## config.mk

```make
export PLATFORM = sky130hd
export DESIGN_NAME = cordic_batch_sequencer_flat
export DESIGN_NICKNAME = d
export VERILOG_FILES = /design/src/rtl/cordic_seq_pkg.sv /design/src/rtl/cordic_batch_sequencer_if.sv /design/src/rtl/sync_edge_detect.sv /design/src/rtl/cordic_batch_sequencer.sv /design/src/flat_wrapper.sv
export SDC_FILE = /design/constraint.sdc
export NUM_CORES = 1
export LEC_CHECK = 0
export CORE_MARGIN = 4
export CORE_UTILIZATION = 45
export DETAILED_ROUTE_END_ITERATION = 7
export MAX_ROUTING_LAYER = met4
export PLACE_DENSITY_LB_ADDON = 0.3
export SLEW_MARGIN = 30
export SYNTH_ARGS = -nofsm -noshare
export SYNTH_HDL_FRONTEND = slang
export SYNTH_SLANG_ARGS = --single-unit
```

## constraint.sdc

```tcl
create_clock -name clk -period 2.8 [get_ports clk]
set_clock_uncertainty 0.15 [all_clocks]
set_input_delay 0.56 -clock clk [delete_from_list [all_inputs] [get_ports clk]]
set_output_delay 0.56 -clock clk [all_outputs]
set_load 0.02 [all_outputs]
```

## src/rtl/cordic_seq_pkg.sv

```systemverilog
// Shared types and constants for the CORDIC batch sequencer.
//   seq_state_t  : sequencer FSM states
//   CORDIC_DW    : core read-data width
//   DEF_DWELL / DEF_TIMEOUT : defaults for a 50 MHz clock
//   cnt_w()      : counter width able to hold n-1 (at least 1 bit)
package cordic_seq_pkg;

  localparam int unsigned CORDIC_DW   = 32;
  localparam int unsigned DEF_DWELL   = 50_000_000;
  localparam int unsigned DEF_TIMEOUT = 1_000_000;

  typedef enum logic [2:0] {
    S_IDLE,
    S_LAUNCH,
    S_WAIT_DONE,
    S_READ,
    S_HOLD,
    S_ERROR
  } seq_state_t;

  function automatic int unsigned cnt_w(input int unsigned n);
    return (n > 1) ? $clog2(n) : 1;
  endfunction

endpackage

```

## src/rtl/cordic_batch_sequencer_if.sv

```systemverilog
// Run/read interface between the sequencer and the cordic_processor core.
//   master (sequencer): drives cp_run, cp_select, cp_addr; samples cp_done, cp_data
//   slave  (core)     : the reverse
interface cordic_batch_sequencer_if #(
  parameter int unsigned ADDR_W = 8
) ();
  import cordic_seq_pkg::*;

  logic                 cp_run;
  logic                 cp_select;
  logic [ADDR_W-1:0]    cp_addr;
  logic                 cp_done;
  logic [CORDIC_DW-1:0] cp_data;

  modport master (output cp_run, cp_select, cp_addr, input cp_done, cp_data);
  modport slave  (input cp_run, cp_select, cp_addr, output cp_done, cp_data);
endinterface

```

## src/rtl/sync_edge_detect.sv

```systemverilog
// Two-flop synchronizer followed by a registered rising-edge pulse.
//   clk, rst_n : clock, async active-low reset
//   d_i        : raw asynchronous level
//   pulse_o    : one-cycle pulse per rising edge of d_i
module sync_edge_detect (
  input  logic clk,
  input  logic rst_n,
  input  logic d_i,
  output logic pulse_o
);

  // [1:0] synchronize, [2] remembers the previous synchronized level
  logic [2:0] sync_q;
  logic       pulse_q;

  always_ff @(posedge clk or negedge rst_n) begin
    if (!rst_n) begin
      sync_q  <= '0;
      pulse_q <= 1'b0;
    end else begin
      sync_q  <= {sync_q[1:0], d_i};
      pulse_q <= sync_q[1] & ~sync_q[2];
    end
  end

  assign pulse_o = pulse_q;

endmodule

```

## src/rtl/cordic_batch_sequencer.sv

```systemverilog
// Sequences one CORDIC batch: run pulse, wait for Done (with timeout),
// then read NUM_RESULTS words and hold each for display (timed or manual).
//   clk, rst_n            : clock, async active-low reset
//   start_i, step_i       : raw async requests (edge-triggered)
//   auto_i                : 1 = timed dwell, 0 = step per word
//   cp                    : core run/select/addr/done/data interface
//   res_data/res_addr     : last captured word and its address
//   res_valid, batch_done : one-cycle pulses
//   busy, timeout_err     : batch in progress, sticky timeout flag
module cordic_batch_sequencer
  import cordic_seq_pkg::*;
#(
  parameter int unsigned ADDR_W      = 8,
  parameter int unsigned BASE_ADDR   = 0,
  parameter int unsigned NUM_RESULTS = 4,
  parameter int unsigned RD_LAT      = 1,
  parameter int unsigned DWELL       = DEF_DWELL,
  parameter int unsigned TIMEOUT     = DEF_TIMEOUT
) (
  input  logic                    clk,
  input  logic                    rst_n,
  input  logic                    start_i,
  input  logic                    step_i,
  input  logic                    auto_i,
  cordic_batch_sequencer_if.master cp,
  output logic [CORDIC_DW-1:0]    res_data,
  output logic [ADDR_W-1:0]       res_addr,
  output logic                    res_valid,
  output logic                    busy,
  output logic                    batch_done,
  output logic                    timeout_err
);

  localparam int unsigned TMR_W  = cnt_w(TIMEOUT);
  localparam int unsigned LAT_W  = cnt_w(RD_LAT);
  localparam int unsigned DWL_W  = cnt_w(DWELL);
  localparam int unsigned WORD_W = cnt_w(NUM_RESULTS);

  logic start_p, step_p;

  sync_edge_detect u_start_sync (.clk(clk), .rst_n(rst_n), .d_i(start_i), .pulse_o(start_p));
  sync_edge_detect u_step_sync  (.clk(clk), .rst_n(rst_n), .d_i(step_i),  .pulse_o(step_p));

  seq_state_t           state_q;
  logic [TMR_W-1:0]     timer_q;
  logic [LAT_W-1:0]     lat_q;
  logic [DWL_W-1:0]     dwell_q;
  logic [WORD_W-1:0]    word_q;
  logic [ADDR_W-1:0]    addr_q;
  logic                 auto_q;
  logic                 run_q, select_q, busy_q, done_q, valid_q, err_q;
  logic [CORDIC_DW-1:0] res_data_q;
  logic [ADDR_W-1:0]    res_addr_q;
  logic                 hold_exit;

  // HOLD ends on dwell expiry (auto latched at entry) or a step edge
  assign hold_exit = auto_q ? (dwell_q == '0) : step_p;

  // Sequencer FSM; every output is set on the transition into its state
  always_ff @(posedge clk or negedge rst_n) begin
    if (!rst_n) begin
      state_q    <= S_IDLE;
      timer_q    <= '0;
      lat_q      <= '0;
      dwell_q    <= '0;
      word_q     <= '0;
      addr_q     <= '0;
      auto_q     <= 1'b0;
      run_q      <= 1'b0;
      select_q   <= 1'b0;
      busy_q     <= 1'b0;
      done_q     <= 1'b0;
      valid_q    <= 1'b0;
      err_q      <= 1'b0;
      res_data_q <= '0;
      res_addr_q <= '0;
    end else begin
      run_q   <= 1'b0;
      valid_q <= 1'b0;
      done_q  <= 1'b0;
      case (state_q)
        S_IDLE, S_ERROR: begin
          if (start_p) begin
            state_q <= S_LAUNCH;
            run_q   <= 1'b1;
            busy_q  <= 1'b1;
            err_q   <= 1'b0;
          end
        end
        S_LAUNCH: begin
          state_q <= S_WAIT_DONE;
          timer_q <= TMR_W'(TIMEOUT - 1);
        end
        S_WAIT_DONE: begin
          // Done is checked before expiry so a coincident Done still wins
          if (cp.cp_done) begin
            state_q  <= S_READ;
            addr_q   <= ADDR_W'(BASE_ADDR);
            select_q <= 1'b1;
            lat_q    <= LAT_W'(RD_LAT - 1);
            word_q   <= '0;
          end else if (timer_q == '0) begin
            state_q <= S_ERROR;
            err_q   <= 1'b1;
            busy_q  <= 1'b0;
          end else begin
            timer_q <= timer_q - TMR_W'(1);
          end
        end
        S_READ: begin
          if (lat_q == '0) begin
            state_q    <= S_HOLD;
            res_data_q <= cp.cp_data;
            res_addr_q <= addr_q;
            valid_q    <= 1'b1;
            auto_q     <= auto_i;
            dwell_q    <= DWL_W'(DWELL - 1);
          end else begin
            lat_q <= lat_q - LAT_W'(1);
          end
        end
        S_HOLD: begin
          if (hold_exit) begin
            // Word count is separate from addr so address wrap is harmless
            if (word_q == WORD_W'(NUM_RESULTS - 1)) begin
              state_q  <= S_IDLE;
              done_q   <= 1'b1;
              select_q <= 1'b0;
              busy_q   <= 1'b0;
            end else begin
              state_q <= S_READ;
              addr_q  <= addr_q + ADDR_W'(1);
              word_q  <= word_q + WORD_W'(1);
              lat_q   <= LAT_W'(RD_LAT - 1);
            end
          end else if (auto_q) begin
            dwell_q <= dwell_q - DWL_W'(1);
          end
        end
        default: state_q <= S_IDLE;
      endcase
    end
  end

  assign cp.cp_run    = run_q;
  assign cp.cp_select = select_q;
  assign cp.cp_addr   = addr_q;
  assign res_data     = res_data_q;
  assign res_addr     = res_addr_q;
  assign res_valid    = valid_q;
  assign busy         = busy_q;
  assign batch_done   = done_q;
  assign timeout_err  = err_q;

endmodule

```

## src/flat_wrapper.sv

```systemverilog
// flat-port wrapper written by rule: the top's interface ports become plain ports
module cordic_batch_sequencer_flat import cordic_seq_pkg::*;
#(
  parameter int unsigned ADDR_W      = 8,
  parameter int unsigned BASE_ADDR   = 0,
  parameter int unsigned NUM_RESULTS = 4,
  parameter int unsigned RD_LAT      = 1,
  parameter int unsigned DWELL       = DEF_DWELL,
  parameter int unsigned TIMEOUT     = DEF_TIMEOUT
)
  (clk, rst_n, start_i, step_i, auto_i, res_data, res_addr, res_valid, busy, batch_done, timeout_err, cp_cp_run, cp_cp_select, cp_cp_addr, cp_cp_done, cp_cp_data);
  cordic_batch_sequencer_if #(.ADDR_W(ADDR_W)) cp_i ();
  input  logic clk;
  input  logic rst_n;
  input  logic start_i;
  input  logic step_i;
  input  logic auto_i;
  output logic [CORDIC_DW-1:0] res_data;
  output logic [ADDR_W-1:0] res_addr;
  output logic res_valid;
  output logic busy;
  output logic batch_done;
  output logic timeout_err;
  output wire logic [$bits(cp_i.cp_run)-1:0] cp_cp_run;
  output wire logic [$bits(cp_i.cp_select)-1:0] cp_cp_select;
  output wire logic [$bits(cp_i.cp_addr)-1:0] cp_cp_addr;
  input wire logic [$bits(cp_i.cp_done)-1:0] cp_cp_done;
  input wire logic [$bits(cp_i.cp_data)-1:0] cp_cp_data;
  assign cp_cp_run = cp_i.cp_run;
  assign cp_cp_select = cp_i.cp_select;
  assign cp_cp_addr = cp_i.cp_addr;
  assign cp_i.cp_done = cp_cp_done;
  assign cp_i.cp_data = cp_cp_data;
  cordic_batch_sequencer #(.ADDR_W(ADDR_W), .BASE_ADDR(BASE_ADDR), .NUM_RESULTS(NUM_RESULTS), .RD_LAT(RD_LAT), .DWELL(DWELL), .TIMEOUT(TIMEOUT)) u_core (.clk(clk), .rst_n(rst_n), .start_i(start_i), .step_i(step_i), .auto_i(auto_i), .cp(cp_i), .res_data(res_data), .res_addr(res_addr), .res_valid(res_valid), .busy(busy), .batch_done(batch_done), .timeout_err(timeout_err));
endmodule
```

==> flow_summary.ini, run 1 <==
[status]
status = finished clean

[power]
p_leak_nw = 3.05
p_per_area_nw_per_um2 = 1030
vdd_drop_max_mv = 0.743

[global_route]
overflow = 0
grt_pass1_wl_um = 21000
grt.total_usage = 0.204
grt_max_degree = 115
antenna_found_initial = 0
grt_pass1_vias = 4522

[job]
drv_cap = 0

[clocking]
post_cts_buffers = 0
cts_hold_buf = 0
clkTransAtPathRegs_ns = 0.05
cts_tree = yes
cts.sinks = 114
post_cts_resized = 0
cts_buffers = 17
cts_htree_levels = 4
cts-root-buf = clkbuf_16
insertion_delay_ns = 0.42
clock_path_buffers = 2

[critical_path]
arrival_ns = 2.85
r2r_setup_slack_ns = 0.11
critical_path.max_stage_delay_ns = 0.58
cp_slowest_cell = or4_4
path_max_fanout = 17
critPathBufInv = 0
crit_path_start_kind = flip-flop
cp-end-kind = flip-flop
cp.required_ns = 2.96
path_delay_family = compound AO/OA/AOI/OAI gates
crit_chain = or4_4, or3_1, o32a_2, o311a_1, a211o_1
worst-setup-path-type = reg2reg

[sta]
setup-tns-final_ns = 0
min_period_over_period = 0.962
layout_min_cycle_time_ns = 2.69
rsz0062_at_grt = no
tightest_slew_ns = 0.632
fmax_ghz = 0.371
slew_headroom = 0.579
fin_ws_ns = 0.106
hold_violations = 0
setup_viol = 0
slew_violations = 0

[yosys]
synth_flop_cell = dfrtp_1
yosysSeqAreaShare = 0.542
async_reset_ff_frac = 1.00
netlist_area_um2 = 5260
synth_cells = 554
synth_seq_cells = 114
synth_edf_count = 0
synth_fp_nets = 597
yosys_warnings = 0
synth.distinct_cells = 53
postSynthAreaPerCell_um2 = 9.50

[place]
place.port_buffers = 91
gp_congestion = 0.864
dpl_worst_slack_ns = 0.0592
dp.cells = 786
place.detailed.hpwl_um = 8300

[floorplan]
core_area_um2 = 11400
die_area_um2 = 13500
row_count = 39
die_y_um = 116
initial_utilization = 0.461
io_pins = 92
die_w_um = 116

[detailed_routing]
wirelength_um = 12400
initialDrtViolationCount = 367
wl_per_cell_um = 15.2
vias = 4451
via_per_inst = 5.44
drt_pass1_iterations = 5
drc_errors = 0
ant_nets = 0

[cells_and_area]
drive_gt1_frac = 0.0993
ff_latch_area_um2 = 2850
fillCellCount = 934
fin_cells = 818
multi_input_area_um2 = 2280
syn2layout_area_growth_pct = 34.2
nets = 705
utilization = 0.618
antennaDiodeCount = 0

[hold_path]
hold_class = in2async
[logic make-up after synthesis]
group	after synthesis	synth area share
AO/OA/AOI/OAI	86	0.115
XOR/XNOR	18	0.0300
adder cells (fa/ha/maj)	5	0.0119
buffers and inverters	36	0.0262
flip-flops	114	0.542
multiplexers	2	0.00380
AND/OR/NAND/NOR	293	0.271
[cells in the mapped netlist (all sizes together) (3+ instances only)]
cell type	instances	share of area
o311ai	4	0.0067
and4	4	0.0067
inv	11	0.0078
or4	19	0.028
o21ai	14	0.013
or2	5	0.0059
nor4b	3	0.0050
nand4	4	0.0048
and2	3	0.0036
nand2b	4	0.0048
xor2	15	0.025
nand2	150	0.11
dfrtp	114	0.54
o31ai	16	0.023
ha	5	0.012
o41ai	3	0.0050
nor2	31	0.022
a31oi	4	0.0048
nor4	10	0.014
or3	10	0.012
nand3	20	0.019
nor3	9	0.0086
a21oi	11	0.010
and3	5	0.0059
xnor2	3	0.0050
o211ai	15	0.021
a211oi	5	0.0071
clkbuf	22	0.016
nor2b	6	0.0071
nand3b	3	0.0043
[layer usage]
metal	global-route usage	wire, um
met4	0.0688	155
met2	0.320	6060
met5	-	0
met3	0.0674	609
met1	0.251	5590
[worst paths after layout]
| check | startpoint | to | cells after the start |
|---|---|---|---|
| max | u_core.dwell_q[10] | u_core.cp.cp_addr[7] | 5 |
| min | rst_n | u_core.timer_q[19] | 2 |
| max reg2reg | u_core.dwell_q[10] | u_core.cp.cp_addr[7] | 5 |
| min reg2reg | u_core.u_start_sync.sync_q[0] | u_core.u_start_sync.sync_q[1] | 0 |
| max in group asynchronous | rst_n | u_core.res_data[24] | 2 |
| min in group clk | u_core.u_start_sync.sync_q[0] | u_core.u_start_sync.sync_q[1] | 0 |
[sequential cells by signal, summed over array words and instances, names as in the netlist]
signal                       count
u_core.auto_q                    1
u_core.batch_done                1
u_core.busy                      1
u_core.cp.cp_addr                8
u_core.cp.cp_run                 1
u_core.cp.cp_select              1
u_core.dwell_q                  26
u_core.res_addr                  8
u_core.res_data                 32
u_core.res_valid                 1
u_core.state_q                   3
u_core.timeout_err               1
u_core.timer_q                  20
u_core.u_start_sync.pulse_o      1
u_core.u_start_sync.sync_q       3
u_core.u_step_sync.pulse_o       1
u_core.u_step_sync.sync_q        3
u_core.word_q                    2
[cells in the final DEF (no fill, tap or decap), types with 4 or more instances in the layout]
cell and instances:
nand2_1 149, dfrtp_1 114, clkdlybuf4s50_1 90, nor2_1 31, buf_4 22, nand3_1 20, or4_1 18, clkbuf_16 17
o31ai_1 16, xor2_1 15, o211ai_1 15, o21ai_0 13, inv_1 11, a21oi_1 11, or3_1 10, nor3_1 9
nor4_1 8, nor2b_1 6, and3_1 5, or2_2 5, a211oi_1 5, ha_1 5, clkinvlp_4 5, nand4_1 4
nand2b_1 4, o311ai_0 4, and4_1 4, a31oi_1 4
[where the power goes]
group | internal (mW) | switching (mW) | leakage [nW]
Sequential | 2.18 | 0.521 | 1.36
Combinational | 1.09 | 1.28 | 1.40
Clock | 1.44 | 0.757 | 0.287
Total | 4.71 | 2.56 | 3.05
[worst register-to-register path: cells and delay by family, from the launching register on]
| kind | cells | cell delay [ns] |
|---|---|---|
| compound gates | 3 | 1.11 |
| flops | 1 | 0.41 |
| simple gates | 2 | 0.91 |
[area by class of cell]
cell class	instances	area share
Tap cell	143	0.0253
Clock inverter	13	0.0227
Clock buffer	19	0.0642
Sequential cell	114	0.404
Inverter	12	0.00638
Timing Repair Buffer	113	0.154
Multi-Input combinational cell	404	0.324
[through the flow]
stage          area, um^2  hold WS, ns  total power, mW
6_report             7060       0.0563             7.27
5_1_grt              7060        0.122             7.71
4_1_cts              7050       0.0971             7.31
3_5_place_dp         6440        0.185             5.07
3_3_place_gp         6440        0.186             4.99
2_1_floorplan        5260        0.114             3.95
Note: power is estimated with default switching activity, not from simulation.
==> run 2, diff against run 1 <==
--- a/config.mk
+++ b/config.mk
@@ -8,6 +8,7 @@
 export CORE_MARGIN = 4
 export CORE_UTILIZATION = 45
 export DETAILED_ROUTE_END_ITERATION = 7
+export HOLD_SLACK_MARGIN = 0.12
 export MAX_ROUTING_LAYER = met4
 export PLACE_DENSITY_LB_ADDON = 0.3
 export SLEW_MARGIN = 30
==> flow_summary.ini, run 2 (synthesized netlist as in run 1, its figures left out) <==
[sta]
min_period_over_period = 0.962
fmax_ghz = 0.371
slew_headroom = 0.571
setup_viol = 0
layout_min_cycle_time_ns = 2.69
tightest_slew_ns = 0.644
slew_violations = 0
hold_violations = 0
setup-tns-final_ns = 0
fin_hold_ws_ns = 0.195
rsz0062_at_grt = no

[critical_path]
reg2reg_depth = 5
crit_chain = or4_4, or3_1, o32a_2, o311a_1, a211o_1
r2r-end = u_core.cp.cp_addr[7]
path_delay_family = compound AO/OA/AOI/OAI gates
r2r_setup_slack_ns = 0.11
r2r_start = u_core.dwell_q[10]
cp_slowest_cell = or4_4
critical_path.max_stage_delay_ns = 0.58
cp-end-kind = flip-flop
worst-setup-path-type = reg2reg
critPathBufInv = 0
cp.required_ns = 2.95
arrival_ns = 2.84
path_max_fanout = 17
crit_path_start_kind = flip-flop

[floorplan]
initial_utilization = 0.461
die_area_um2 = 13500
core_area_um2 = 11400
io_pins = 92
row_count = 39
die_w_um = 116
die_y_um = 116

[clocking]
insertion_delay_ns = 0.42
cts-root-buf = clkbuf_16
clkTransAtPathRegs_ns = 0.05
cts_buffers = 17
cts_tree = yes
clock_path_buffers = 2
post_cts_buffers = 0
cts.sinks = 114
cts_htree_levels = 4

[global_route]
grt_pass1_vias = 4522
grt.total_usage = 0.204
overflow = 0
grt_max_degree = 115
grt_pass1_wl_um = 21000
antenna_found_initial = 0

[place]
gp_congestion = 0.864
place.port_buffers = 91
place.detailed.hpwl_um = 8300

[detailed_routing]
via_per_inst = 5.44
ant_nets = 0
drt_pass1_iterations = 4
vias = 4458
initialDrtViolationCount = 335
wl_per_cell_um = 15.1
wirelength_um = 12400
drc_errors = 0

[job]
drv_cap = 0

[cells_and_area]
final_cell_mix = nand2_1, dfrtp_1, clkdlybuf4s50_1
antennaDiodeCount = 0
largest_register_ffs = 32
layout_commonest_cell = nand2_1
syn2layout_area_growth_pct = 34.4
nets = 706
drive_gt1_frac = 0.0991

[power]
power_switching_mw = 2.56
p_int_mw = 4.71
combinationalPowerShare = 0.327
power_frac_clock = 0.302
p_per_area_nw_per_um2 = 1030
vdd_drop_max_mv = 0.744
report.power.total_mw = 7.27
p_leak_nw = 3.05
sequentialPowerShare = 0.371
netSwitchingFraction = 0.352

[hold_path]
hold_path_end = u_core.u_start_sync.sync_q[1]
min_path_cells = 0
hold_class = reg2reg
hp-start = u_core.u_start_sync.sync_q[0]

[status]
status = finished clean
-- run 2: cell count changes in the layout (fill, tap and decap cells not counted), sizes merged --
cell / change
dlygate4sd3: +1
-- run 2: area by class of cell --
type                       count  area (um^2)
clock inverter                13          160
inverter                      12         45.0
sequential                   114         2850
multi-input combinational    404         2280
fill                         933         4350
timing repair buffer         114         1100
tap                          143          179
clock buffer                  19          453
-- run 2: worst max path at each step --
| stage | start | to | slack [ns] | cells past startpoint |
|---|---|---|---|---|
| floorplan | u_core.dwell_q[0] | u_core.dwell_q[16] | 0.31 | 7 |
| global placement | u_core.dwell_q[10] | u_core.cp.cp_addr[7] | 0.14 | 5 |
| detailed placement | cp_cp_done | u_core.timer_q[19] | 0.06 | 6 |
| CTS | u_core.dwell_q[0] | u_core.dwell_q[16] | 0.04 | 7 |
| global route | u_core.dwell_q[0] | u_core.cp.cp_addr[7] | 0.02 | 7 |
| finish | u_core.dwell_q[10] | u_core.cp.cp_addr[7] | 0.11 | 5 |
-- run 2: timing repair --
action | in CTS | in global routing
gates resized for setup | 0 | 2
hold buffers | 1 | 0
setup endpoints to repair | 0 | 5
endpoints found under the hold margin | 114 | 0
-- run 2: power groups by stage --
stage / registers (mW) / clock network, mW / logic [mW]
finish: 2.70 / 2.19 / 2.38
global route: 2.78 / 2.31 / 2.61
floorplan: 2.95 / 0 / 1.00
CTS: 2.69 / 2.23 / 2.39
global placement: 2.67 / 0 / 2.32
detailed placement: 2.70 / 0 / 2.37
-- run 2: worst register-to-register path: stages (launching register included) --
cell	delay [ns]
dfrtp_1	0.42
or4_4	0.58
or3_1	0.33
o32a_2	0.46
o311a_1	0.39
a211o_1	0.26
-- run 2: metal layers --
metal | GRT usage | wire [um] | up-vias
met4 | 0.0688 | 136 | 0
met3 | 0.0668 | 659 | 17
met5 | - | 0 | -
li1 | - | - | 2183
met1 | 0.251 | 5470 | 2155
met2 | 0.320 | 6110 | 103
-- run 2: stage by stage --
| step | cells | utilization | setup WS [ns] | instance area, um^2 |
|---|---|---|---|---|
| finish | 819 | 0.619 | 0.106 | 7070 |
| global route | 819 | 0.619 | 0.0169 | 7070 |
| CTS | 819 | 0.618 | 0.0429 | 7060 |
| detailed placement | 786 | 0.564 | 0.0592 | 6440 |
| global placement | 786 | 0.564 | 0.142 | 6440 |
| floorplan | 554 | - | 0.305 | 5260 |
